===== config.mk =====
export PLATFORM = sky130hd
export DESIGN_NAME = uart_rx_engine_flat
export DESIGN_NICKNAME = d
export VERILOG_FILES = /design/src/rtl/uart_rx_engine_if.sv /design/src/rtl/uart_rx_engine.sv /design/src/flat_wrapper.sv
export SDC_FILE = /design/constraint.sdc
export NUM_CORES = 1
export LEC_CHECK = 0
export ABC_AREA = 1
export BUFFER_PORTS_ARGS = -buffer_cell sky130_fd_sc_hd__buf_2
export CAP_MARGIN = 25
export CORE_MARGIN = 2
export CORE_UTILIZATION = 35
export DETAILED_ROUTE_END_ITERATION = 10
export MAX_ROUTING_LAYER = met4
export PLACE_DENSITY = 0.49
export SYNTH_ARGS = -nofsm -noshare
export SYNTH_HDL_FRONTEND = slang
export SYNTH_SLANG_ARGS = --single-unit

===== constraint.sdc =====
create_clock -name PCLK -period 2.6 [get_ports PCLK]
set_input_delay 0 -clock PCLK [delete_from_list [all_inputs] [get_ports PCLK]]
set_output_delay 0 -clock PCLK [all_outputs]
set_load 0.01 [all_outputs]

===== src/rtl/uart_rx_engine_if.sv =====
// Receive holding-register handshake between the UART receive engine and the
// APB register block. The engine presents a byte with rx_valid. The register
// block pulses rx_ack when RX_DATA is read.
interface uart_rx_engine_if;
  logic [7:0] rx_data;
  logic       rx_valid;
  logic       rx_ack;

  // Engine side: produces the byte, consumes the read acknowledge
  modport master (output rx_data, output rx_valid, input rx_ack);
  // Register-block side: consumes the byte, produces the read acknowledge
  modport slave  (input rx_data, input rx_valid, output rx_ack);
endinterface


===== src/rtl/uart_rx_engine.sv =====
// UART receive engine: 16x oversampling 8N1 deframer.
// - A 2-flop synchronizer feeds the FSM.
// - Each bit is decided by a majority vote over oversample ticks 7, 8 and 9.
// - Completed bytes go to a valid/ack holding register.
// - Framing-error and overrun flags are sticky.
module uart_rx_engine #(
  parameter int DIV_WIDTH = 16,
  parameter int OS_RATE   = 16
) (
  input  logic                 PCLK,
  input  logic                 PRESET,
  input  logic                 rx_en,
  input  logic                 rx_rst,
  input  logic [DIV_WIDTH-1:0] baud_div,
  input  logic                 rx_serial,
  input  logic                 err_clr,
  output logic                 rx_busy,
  output logic                 frame_err,
  output logic                 overrun,
  uart_rx_engine_if.master     rx_if
);

  typedef enum logic [1:0] {
    ST_IDLE  = 2'd0,
    ST_START = 2'd1,
    ST_DATA  = 2'd2,
    ST_STOP  = 2'd3
  } state_e;

  localparam logic [3:0]           OS_LAST  = 4'(OS_RATE - 1);
  localparam logic [DIV_WIDTH-1:0] DIV_ZERO = {DIV_WIDTH{1'b0}};
  localparam logic [DIV_WIDTH-1:0] DIV_ONE  = {{(DIV_WIDTH-1){1'b0}}, 1'b1};

  // Registers
  logic [1:0]           sync_q;
  logic                 rxs_prev_q;
  state_e               state_q,    state_d;
  logic [DIV_WIDTH-1:0] tick_cnt_q, tick_cnt_d;
  logic [DIV_WIDTH-1:0] div_q,      div_d;
  logic [3:0]           os_cnt_q,   os_cnt_d;
  logic [2:0]           bit_idx_q,  bit_idx_d;
  logic [1:0]           samp_q,     samp_d;
  logic [7:0]           shift_q,    shift_d;
  logic [7:0]           data_q,     data_d;
  logic                 valid_q,    valid_d;
  logic                 busy_q,     busy_d;
  logic                 ferr_q,     ferr_d;
  logic                 ovr_q,      ovr_d;

  // Combinational helpers
  logic                 rxs_s;
  logic                 fall_s;
  logic                 active_s;
  logic                 tick_s;
  logic                 maj_s;
  logic                 resolve_s;
  state_e               state_nxt_s;
  logic [DIV_WIDTH-1:0] tick_nxt_s;
  logic [3:0]           os_nxt_s;
  logic                 stop_ok_s;
  logic                 stop_bad_s;
  logic                 stop_ok_g_s;
  logic                 stop_bad_g_s;

  assign rxs_s     = sync_q[1];
  assign fall_s    = rxs_prev_q & ~rxs_s;
  assign active_s  = (state_q != ST_IDLE);
  assign tick_s    = active_s && (tick_cnt_q == div_q);
  // Majority of the samples taken at ticks 7 and 8 plus the live sample at tick 9
  assign maj_s     = (samp_q[0] & samp_q[1]) | (samp_q[0] & rxs_s) | (samp_q[1] & rxs_s);
  assign resolve_s = tick_s && (os_cnt_q == 4'd9);

  // Tick generator, oversample counter and sample capture
  always_comb begin
    tick_nxt_s = tick_cnt_q;
    os_nxt_s   = os_cnt_q;
    div_d      = div_q;
    samp_d     = samp_q;
    if (active_s) begin
      if (tick_s) begin
        tick_nxt_s = DIV_ZERO;
        div_d      = baud_div;
        os_nxt_s   = os_cnt_q + 4'd1;
        samp_d[0]  = (os_cnt_q == 4'd7) ? rxs_s : samp_q[0];
        samp_d[1]  = (os_cnt_q == 4'd8) ? rxs_s : samp_q[1];
      end else begin
        tick_nxt_s = tick_cnt_q + DIV_ONE;
      end
    end else begin
      tick_nxt_s = DIV_ZERO;
      os_nxt_s   = 4'd0;
      div_d      = baud_div;
    end
  end

  // Deframing FSM: next state, shift register and stop-bit resolution
  always_comb begin
    state_nxt_s = state_q;
    bit_idx_d   = bit_idx_q;
    shift_d     = shift_q;
    stop_ok_s   = 1'b0;
    stop_bad_s  = 1'b0;
    case (state_q)
      ST_IDLE: begin
        if (fall_s) begin
          state_nxt_s = ST_START;
        end else begin
          state_nxt_s = ST_IDLE;
        end
      end
      ST_START: begin
        if (resolve_s && maj_s) begin
          state_nxt_s = ST_IDLE;
        end else if (tick_s && (os_cnt_q == OS_LAST)) begin
          state_nxt_s = ST_DATA;
          bit_idx_d   = 3'd0;
        end else begin
          state_nxt_s = ST_START;
        end
      end
      ST_DATA: begin
        if (resolve_s) begin
          shift_d = {maj_s, shift_q[7:1]};
        end else if (tick_s && (os_cnt_q == OS_LAST)) begin
          if (bit_idx_q == 3'd7) begin
            state_nxt_s = ST_STOP;
          end else begin
            bit_idx_d = bit_idx_q + 3'd1;
          end
        end else begin
          state_nxt_s = ST_DATA;
        end
      end
      ST_STOP: begin
        if (resolve_s) begin
          state_nxt_s = ST_IDLE;
          stop_ok_s   = maj_s;
          stop_bad_s  = ~maj_s;
        end else begin
          state_nxt_s = ST_STOP;
        end
      end
      default: begin
        state_nxt_s = ST_IDLE;
      end
    endcase
  end

  // Disabling the receiver abandons any frame in progress
  assign state_d      = rx_en ? state_nxt_s : ST_IDLE;
  assign stop_ok_g_s  = stop_ok_s & rx_en;
  assign stop_bad_g_s = stop_bad_s & rx_en;

  // Counters are always zero whenever the FSM sits in IDLE
  assign tick_cnt_d = (state_d == ST_IDLE) ? DIV_ZERO : tick_nxt_s;
  assign os_cnt_d   = (state_d == ST_IDLE) ? 4'd0 : os_nxt_s;

  // A completing byte wins over a same-cycle read. A new error wins over a clear.
  assign valid_d = stop_ok_g_s ? 1'b1 : (rx_if.rx_ack ? 1'b0 : valid_q);
  assign data_d  = stop_ok_g_s ? shift_q : data_q;
  assign ovr_d   = (stop_ok_g_s && valid_q && !rx_if.rx_ack) ? 1'b1 :
                   (err_clr ? 1'b0 : ovr_q);
  assign ferr_d  = stop_bad_g_s ? 1'b1 : (err_clr ? 1'b0 : ferr_q);
  assign busy_d  = (state_d != ST_IDLE);

  // State and datapath registers with async hard reset and sync soft reset
  always_ff @(posedge PCLK or posedge PRESET) begin
    if (PRESET) begin
      sync_q     <= 2'b11;
      rxs_prev_q <= 1'b1;
      state_q    <= ST_IDLE;
      tick_cnt_q <= DIV_ZERO;
      div_q      <= DIV_ZERO;
      os_cnt_q   <= 4'd0;
      bit_idx_q  <= 3'd0;
      samp_q     <= 2'b11;
      shift_q    <= 8'h00;
      data_q     <= 8'h00;
      valid_q    <= 1'b0;
      busy_q     <= 1'b0;
      ferr_q     <= 1'b0;
      ovr_q      <= 1'b0;
    end else if (rx_rst) begin
      sync_q     <= 2'b11;
      rxs_prev_q <= 1'b1;
      state_q    <= ST_IDLE;
      tick_cnt_q <= DIV_ZERO;
      div_q      <= DIV_ZERO;
      os_cnt_q   <= 4'd0;
      bit_idx_q  <= 3'd0;
      samp_q     <= 2'b11;
      shift_q    <= 8'h00;
      data_q     <= 8'h00;
      valid_q    <= 1'b0;
      busy_q     <= 1'b0;
      ferr_q     <= 1'b0;
      ovr_q      <= 1'b0;
    end else begin
      sync_q     <= {sync_q[0], rx_serial};
      rxs_prev_q <= rxs_s;
      state_q    <= state_d;
      tick_cnt_q <= tick_cnt_d;
      div_q      <= div_d;
      os_cnt_q   <= os_cnt_d;
      bit_idx_q  <= bit_idx_d;
      samp_q     <= samp_d;
      shift_q    <= shift_d;
      data_q     <= data_d;
      valid_q    <= valid_d;
      busy_q     <= busy_d;
      ferr_q     <= ferr_d;
      ovr_q      <= ovr_d;
    end
  end

  assign rx_if.rx_data  = data_q;
  assign rx_if.rx_valid = valid_q;
  assign rx_busy        = busy_q;
  assign frame_err      = ferr_q;
  assign overrun        = ovr_q;

endmodule


===== src/flat_wrapper.sv =====
// flat-port wrapper written by rule: the top's interface ports become plain ports
module uart_rx_engine_flat 
#(
  parameter int DIV_WIDTH = 16,
  parameter int OS_RATE   = 16
)
  (PCLK, PRESET, rx_en, rx_rst, baud_div, rx_serial, err_clr, rx_busy, frame_err, overrun, rx_if_rx_data, rx_if_rx_valid, rx_if_rx_ack);
  uart_rx_engine_if rx_if_i ();
  input  logic PCLK;
  input  logic PRESET;
  input  logic rx_en;
  input  logic rx_rst;
  input  logic [DIV_WIDTH-1:0] baud_div;
  input  logic rx_serial;
  input  logic err_clr;
  output logic rx_busy;
  output logic frame_err;
  output logic overrun;
  output wire logic [$bits(rx_if_i.rx_data)-1:0] rx_if_rx_data;
  output wire logic [$bits(rx_if_i.rx_valid)-1:0] rx_if_rx_valid;
  input wire logic [$bits(rx_if_i.rx_ack)-1:0] rx_if_rx_ack;
  assign rx_if_rx_data = rx_if_i.rx_data;
  assign rx_if_rx_valid = rx_if_i.rx_valid;
  assign rx_if_i.rx_ack = rx_if_rx_ack;
  uart_rx_engine #(.DIV_WIDTH(DIV_WIDTH), .OS_RATE(OS_RATE)) u_core (.PCLK(PCLK), .PRESET(PRESET), .rx_en(rx_en), .rx_rst(rx_rst), .baud_div(baud_div), .rx_serial(rx_serial), .err_clr(err_clr), .rx_busy(rx_busy), .frame_err(frame_err), .overrun(overrun), .rx_if(rx_if_i));
endmodule

==> impl_metrics.py, run 1 <==
metrics = {
    "yosys": {
        "synthMuxAreaShare": 0,
        "mappedNetlistNets": 429,
        "synth_top_family_by_area": "simple AND/OR/NAND/NOR gates",
        "synth_adder_area_share": 0.0258,
        "ys_warn_count": 0,
        "synthSimpleGateAreaFrac": 0.275,
        "syn_area_per_cell_sq_um": 8.24,
        "synth_area_leaders": "dfrtp_1 46%, nand2_1 12%, o21ai_0 5.5%",
        "ys_types": 31,
        "yosysSeqAreaShare": 0.503,
        "synthCells": 400,
        "ys_ff_latch": 66,
        "synth_top_cell_by_area": "dfrtp_1",
        "synth_top_area_frac": 0.463,
        "synth_xor_xnor_area_share": 0.0425,
        "synth_compound_area_frac": 0.0763,
        "netlist_area_sq_um": 3290,
    },
    "pwr": {
        "leakage_nw": 1.94,
        "p_seq_frac": 0.512,
        "pwr-share-comb": 0.075,
        "swShare": 0.249,
        "powerDensity_nw_per_um2": 513,
        "power_mw": 2.06,
        "p_int_mw": 1.55,
        "vdd_ir_drop_max_uv": 213,
        "pwr-share-clk": 0.414,
        "p_sw_mw": 0.513,
    },
    "timing": {
        "setup_ws_ps": 332,
        "timing.hold.ws_ps": 105,
        "worst_slew_pin_slew_ps": 614,
        "finalHoldViolations": 0,
        "fin_crit_sh": 0.872,
        "rsz0062_at_grt": "no",
        "slew_headroom": 0.590,
        "tns_ps": 0,
        "finalCriticalPeriod_ps": 2270,
        "clock_skew_ps": 8.41,
        "setup_violations": 0,
        "slew_viol_final": 0,
        "max_freq_mhz": 441,
    },
    "cts": {
        "ctsHoldBuffers": 23,
        "htree_levels": 3,
        "cts_buffer_depth": 2,
        "clk_latency_ps": 340,
        "clkTransAtPathRegs_ps": 80,
        "cts_tree": "yes",
        "clkSinkCount": 66,
        "post_cts_buffers": 0,
        "clockRootBuffer": "clkbuf_8",
        "cts_buffers": 9,
        "post_cts_resized": 0,
    },
    "detailed_routing": {
        "antenna_left": 0,
        "drt-total-wl_mm": 7.32,
        "drtIter0Drc": 122,
        "route.detailed.drc": 0,
        "viasPerCell": 4.61,
        "vias": 2667,
        "dr.pass1.iters": 6,
        "wl_per_cell_um": 12.6,
    },
    "place": {
        "dp.final_hpwl_mm": 5.01,
        "dpl_worst_slack_ps": 405,
        "gp_congestion": 0.763,
        "io_buffers": 34,
    },
    "floorplan": {
        "fp.coreArea_sq_um": 9200,
        "start_util": 0.358,
        "fp.dieW_um": 101,
        "fp-row-count": 35,
        "die_area_sq_um": 10200,
        "die_y_um": 101,
        "ioPinCount": 35,
    },
    "hold_path": {
        "min_from": "rx_en",
        "hold_class": "input pin to flop",
    },
    "critical_path": {
        "cp.arrival_ps": 2540,
        "slowest_delay_ps": 550,
        "rr_startpoint": "u_core.tick_cnt_q[13]",
        "worstSetupPathType": "flop to flop",
        "crit_path_end_kind": "flop",
        "crit_top_cell": "nand2_1",
        "cp_data_required_time_ps": 2870,
        "critPathLaunchType": "flop",
        "cp_num_buf_inv": 2,
        "startpoint": "u_core.tick_cnt_q[13]",
        "slowest_stage": "dlygate4sd3_1",
        "path_cells": "nand2_1, nand2_1, nor2_1, nand2_1, nor2_4, nand2_1, nand2_2, buf_4, nand2_1, a21oi_1, dlygate4sd3_1",
        "cp_top_family": "simple AND/OR/NAND/NOR gates",
        "path_max_fanout": 18,
    },
    "final_layout": {
        "nets": 492,
        "final_common_cell": "nand2_1",
        "layout_common_cells": "103 x nand2_1, 61 x dfrtp_1, 46 x inv_1, 36 x o21ai_0, 34 x buf_2",
        "fill_cells": 955,
        "final_util": 0.437,
        "drive_above_1_share": 0.190,
        "antenna_cells": 0,
        "syn_to_final_growth_pct": 22.0,
    },
    "grt": {
        "antenna_found_initial": 0,
        "grtUsageTotal": 0.166,
        "grt_first_pass_wirelength_mm": 12.8,
        "grt_pass1_vias": 2635,
        "grt_max_degree": 40,
        "overflow": 0,
    },
    "flow_run": {
        "cap_violations": 0,
    },
    "status": {
        "status": "finished clean",
    },
}
-- kinds of logic after synthesis --
kind of cell | after synthesis
xor gates and xnor gates | 16
DFF | 66
buffers and inverters | 64
and+or+nand+nor | 199
adders and majority gates | 7
AOI/OAI and AO/OA | 48
-- path summary, 6_finish.rpt --
kind | endpoint | slack, ps | cells past startpoint
min in group asynchronous | u_core.rx_if.rx_data[0] | 280 | 3
setup / recovery | u_core.div_q[5] | 330 | 11
hold / removal | u_core.state_q[1] | 110 | 5
setup reg to reg | u_core.div_q[5] | 330 | 11
max in group asynchronous | u_core.div_q[5] | 1690 | 4
hold reg to reg | u_core.rx_if.rx_data[3] | 480 | 2
-- sequential cells by signal, indices dropped and copies added, names as in the netlist --
register	cells
u_core.rx_if.rx_data	8
u_core.rxs_prev_q	1
u_core.div_q	16
u_core.rx_if.rx_valid	1
u_core.tick_cnt_q	16
u_core.sync_q	2
u_core.state_q	2
u_core.bit_idx_q	3
u_core.samp_q	2
u_core.frame_err	1
u_core.shift_q	8
u_core.os_cnt_q	4
u_core.overrun	1
u_core.rx_busy	1
-- layout make-up --
class	instances	area, sq um	area share
inverters	56	210	0.0523
flip-flops and latches	66	1660	0.412
clock buffers	9	124	0.0308
multi-input cells	270	1380	0.344
repair buffers	60	435	0.108
well taps	111	139	0.0345
clock inverters	7	70.1	0.0174
-- power groups by stage --
stage                     Combinational (mW)  Clock, mW  Sequential, mW
after detailed placement               0.132          0            1.08
after global placement                 0.131          0            1.08
after global routing                   0.178      0.932            1.06
final                                  0.154      0.853            1.06
after floorplan                       0.0845          0            1.07
after CTS                              0.157      0.880            1.06
-- layer usage --
metal	global-route usage	wire, um
met5	-	0
met4	0.0624	70
met3	0.0250	185
met2	0.244	3320
met1	0.232	3750
-- cells in the mapped netlist --
cell type and count:
dfrtp_1 61, o21a_1 2, nand2_2 3, inv_2 9
nor3_1 5, nor2_4 3, dfstp_2 5, o21ai_0 36
nand3_1 32, o31ai_1 1, buf_2 1, xor2_1 14
maj3_1 1, inv_1 47, a21boi_0 1, nand2_1 103
clkbuf_1 6, nor2_1 31, xnor2_1 2, nand4_1 5
or2_2 2, nand4_2 1, and2_1 1, o22ai_1 1
a21oi_1 7, buf_8 1, ha_1 6, nand3_4 1
nand2_4 2, nor2_2 9, nand3b_1 1
-- worst register-to-register path: stages (launching register included) --
cell and delay, ps:
dfrtp_1 460, nand2_1 100, nand2_1 50, nor2_1 140
nand2_1 120, nor2_4 160, nand2_1 110, nand2_2 70
buf_4 230, nand2_1 80, a21oi_1 140, dlygate4sd3_1 550
-- stage by stage --
step	instances	instance area, sq um
after floorplan	400	3290
after detailed placement	540	3600
after CTS	579	4020
final	579	4020
after global routing	579	4020
after global placement	540	3600
(Power assumes the default switching activity.)
==> run 2, diff against run 1 <==
SETUP_SLACK_MARGIN = 0.5   (was default)
==> impl_metrics.py, run 2 (same netlist as run 1, synthesis figures left out) <==
metrics = {
    "timing": {
        "finalHoldViolations": 0,
        "max_freq_mhz": 495,
        "tns_ps": 0,
        "timing.hold.ws_ps": 146,
        "fin_crit_sh": 0.776,
        "setup_violations": 0,
        "rsz0062_at_grt": "yes",
        "finalCriticalPeriod_ps": 2020,
        "slew_headroom": 0.553,
        "worst_slew_pin_slew_ps": 669,
        "clock_skew_ps": 9.51,
        "slew_viol_final": 0,
    },
    "critical_path": {
        "cp.arrival_ps": 2250,
        "cp_data_required_time_ps": 2830,
        "worstSetupPathType": "flop to flop",
        "r2r_slack_ps": 580,
        "slowest_delay_ps": 400,
        "critPathLaunchType": "flop",
        "cp_top_family": "simple AND/OR/NAND/NOR gates",
        "cp_num_buf_inv": 2,
        "path_cells": "inv_1, ha_1, nand3_1, inv_1, nand4_1, nand2_1, nand2_1, nor2_1, nand2_1, nand2_4, nand2_8, nand2_8, nor2_1",
        "rr_startpoint": "u_core.os_cnt_q[1]",
        "crit_top_cell": "nand2_1",
        "slowest_stage": "dfrtp_1",
        "path_max_fanout": 8,
        "startpoint": "u_core.os_cnt_q[1]",
        "crit_path_end_kind": "flop",
    },
    "final_layout": {
        "fill_cells": 946,
        "final_common_cell": "nand2_1",
        "multi_input_area_sq_um": 1470,
        "drive_above_1_share": 0.254,
        "nets": 509,
        "top_regs": "u_core.div_q (16), u_core.tick_cnt_q (16)",
        "syn_to_final_growth_pct": 28.5,
        "antenna_cells": 0,
        "final_area_sq_um": 4230,
        "regArea_sq_um": 1660,
        "layout_common_cells": "99 x nand2_1, 58 x dfrtp_1, 43 x inv_1, 34 x buf_2, 31 x nand3_1",
    },
    "detailed_routing": {
        "dr.pass1.iters": 5,
        "antenna_left": 0,
        "route.detailed.drc": 0,
        "drtIter0Drc": 132,
        "drt-total-wl_mm": 7.76,
        "wl_per_cell_um": 13.0,
        "vias": 2764,
        "viasPerCell": 4.64,
    },
    "floorplan": {
        "fp.dieW_um": 101,
        "fp-row-count": 35,
        "die_y_um": 101,
        "start_util": 0.358,
        "die_area_sq_um": 10200,
        "fp.coreArea_sq_um": 9200,
        "ioPinCount": 35,
    },
    "grt": {
        "grt_first_pass_wirelength_mm": 12.8,
        "antenna_found_initial": 0,
        "grt_max_degree": 40,
        "overflow": 0,
        "grtUsageTotal": 0.166,
        "grt_pass1_vias": 2636,
    },
    "pwr": {
        "leakage_nw": 1.99,
        "vdd_ir_drop_max_uv": 213,
        "power_mw": 2.08,
        "powerDensity_nw_per_um2": 490,
    },
    "cts": {
        "clockRootBuffer": "clkbuf_8",
        "clk_latency_ps": 340,
        "cts_buffer_depth": 2,
        "cts_buffers": 9,
        "cts_tree": "yes",
        "clkTransAtPathRegs_ps": 70,
        "clkSinkCount": 66,
        "htree_levels": 3,
    },
    "hold_path": {
        "hold_class": "input pin to flop",
        "min_from": "rx_en",
    },
    "place": {
        "io_buffers": 34,
        "placed_area_sq_um": 3600,
        "gp_congestion": 0.763,
        "dp.final_hpwl_mm": 5.01,
    },
    "status": {
        "status": "finished clean",
    },
    "flow_run": {
        "cap_violations": 0,
    },
}
[run 2: cell count changes in the layout (fill, tap and decap cells not counted), moves of 4 or more]
cell,delta
buf_4,+17
nand2_1,-4
nand2_8,+4
o21ai_0,-7
o21ai_1,+7
[run 2: path summary, 6_finish.rpt]
kind                            cells after the start                 endpoint
worst max-delay path                               13     u_core.tick_cnt_q[2]
min in group asynchronous                           3        u_core.shift_q[2]
max in group asynchronous                           4     u_core.tick_cnt_q[2]
worst min-delay path                                5         u_core.frame_err
worst min register to register                      2  u_core.rx_if.rx_data[2]
worst max register to register                     13     u_core.tick_cnt_q[2]
[run 2: power breakdown]
group / total, mW / leakage [nW] / internal [mW] / switching [mW]
logic: 0.168 / 1.00 / 0.0688 / 0.0993
registers: 1.06 / 0.883 / 1.05 / 0.0109
clock network: 0.852 / 0.0990 / 0.441 / 0.411
[run 2: worst register-to-register path, cell delays in order (launching register included)]
cell     delay (ps)
dfrtp_1         400
inv_1           100
ha_1            150
nand3_1         190
inv_1           170
nand4_1         130
nand2_1         120
nand2_1          50
nor2_1          100
nand2_1          90
nand2_4         110
nand2_8         100
nand2_8         140
nor2_1           50
[run 2: metrics by stage]
| step | std cells | worst slack, ps | util |
|---|---|---|---|
| floorplan | 400 | 760 | - |
| global placement | 540 | 431 | 0.391 |
| detailed placement | 540 | 405 | 0.391 |
| CTS | 577 | 467 | 0.436 |
| global route | 596 | 354 | 0.460 |
| finish | 596 | 581 | 0.460 |
[run 2: repair_timing]
item                                   in CTS  in global routing
resized for setup                           1                 29
buffers inserted                            0                 17
setup endpoints to repair                  16                 53
hold buffers                               21                  0
gates cloned                                0                  2
endpoints found under the hold margin      42                  0
pin swaps                                   0                 16
[run 2: layer usage]
| layer | up-vias | share of wire | track usage |
|---|---|---|---|
| met5 | - | 0 | - |
| met4 | 0 | 0.0094 | 0.0624 |
| met3 | 6 | 0.033 | 0.0250 |
| met2 | 55 | 0.46 | 0.244 |
| met1 | 1287 | 0.50 | 0.231 |
| li1 | 1416 | - | - |
[run 2: final cells by class]
cell class              count  share of cell area
clock inverters             7              0.0165
repair inverters            1             0.00177
repair buffers             75               0.128
clock buffers               9              0.0293
multi-input cells         271               0.348
inverters                  56              0.0514
flip-flops and latches     66               0.392
well taps                 111              0.0328
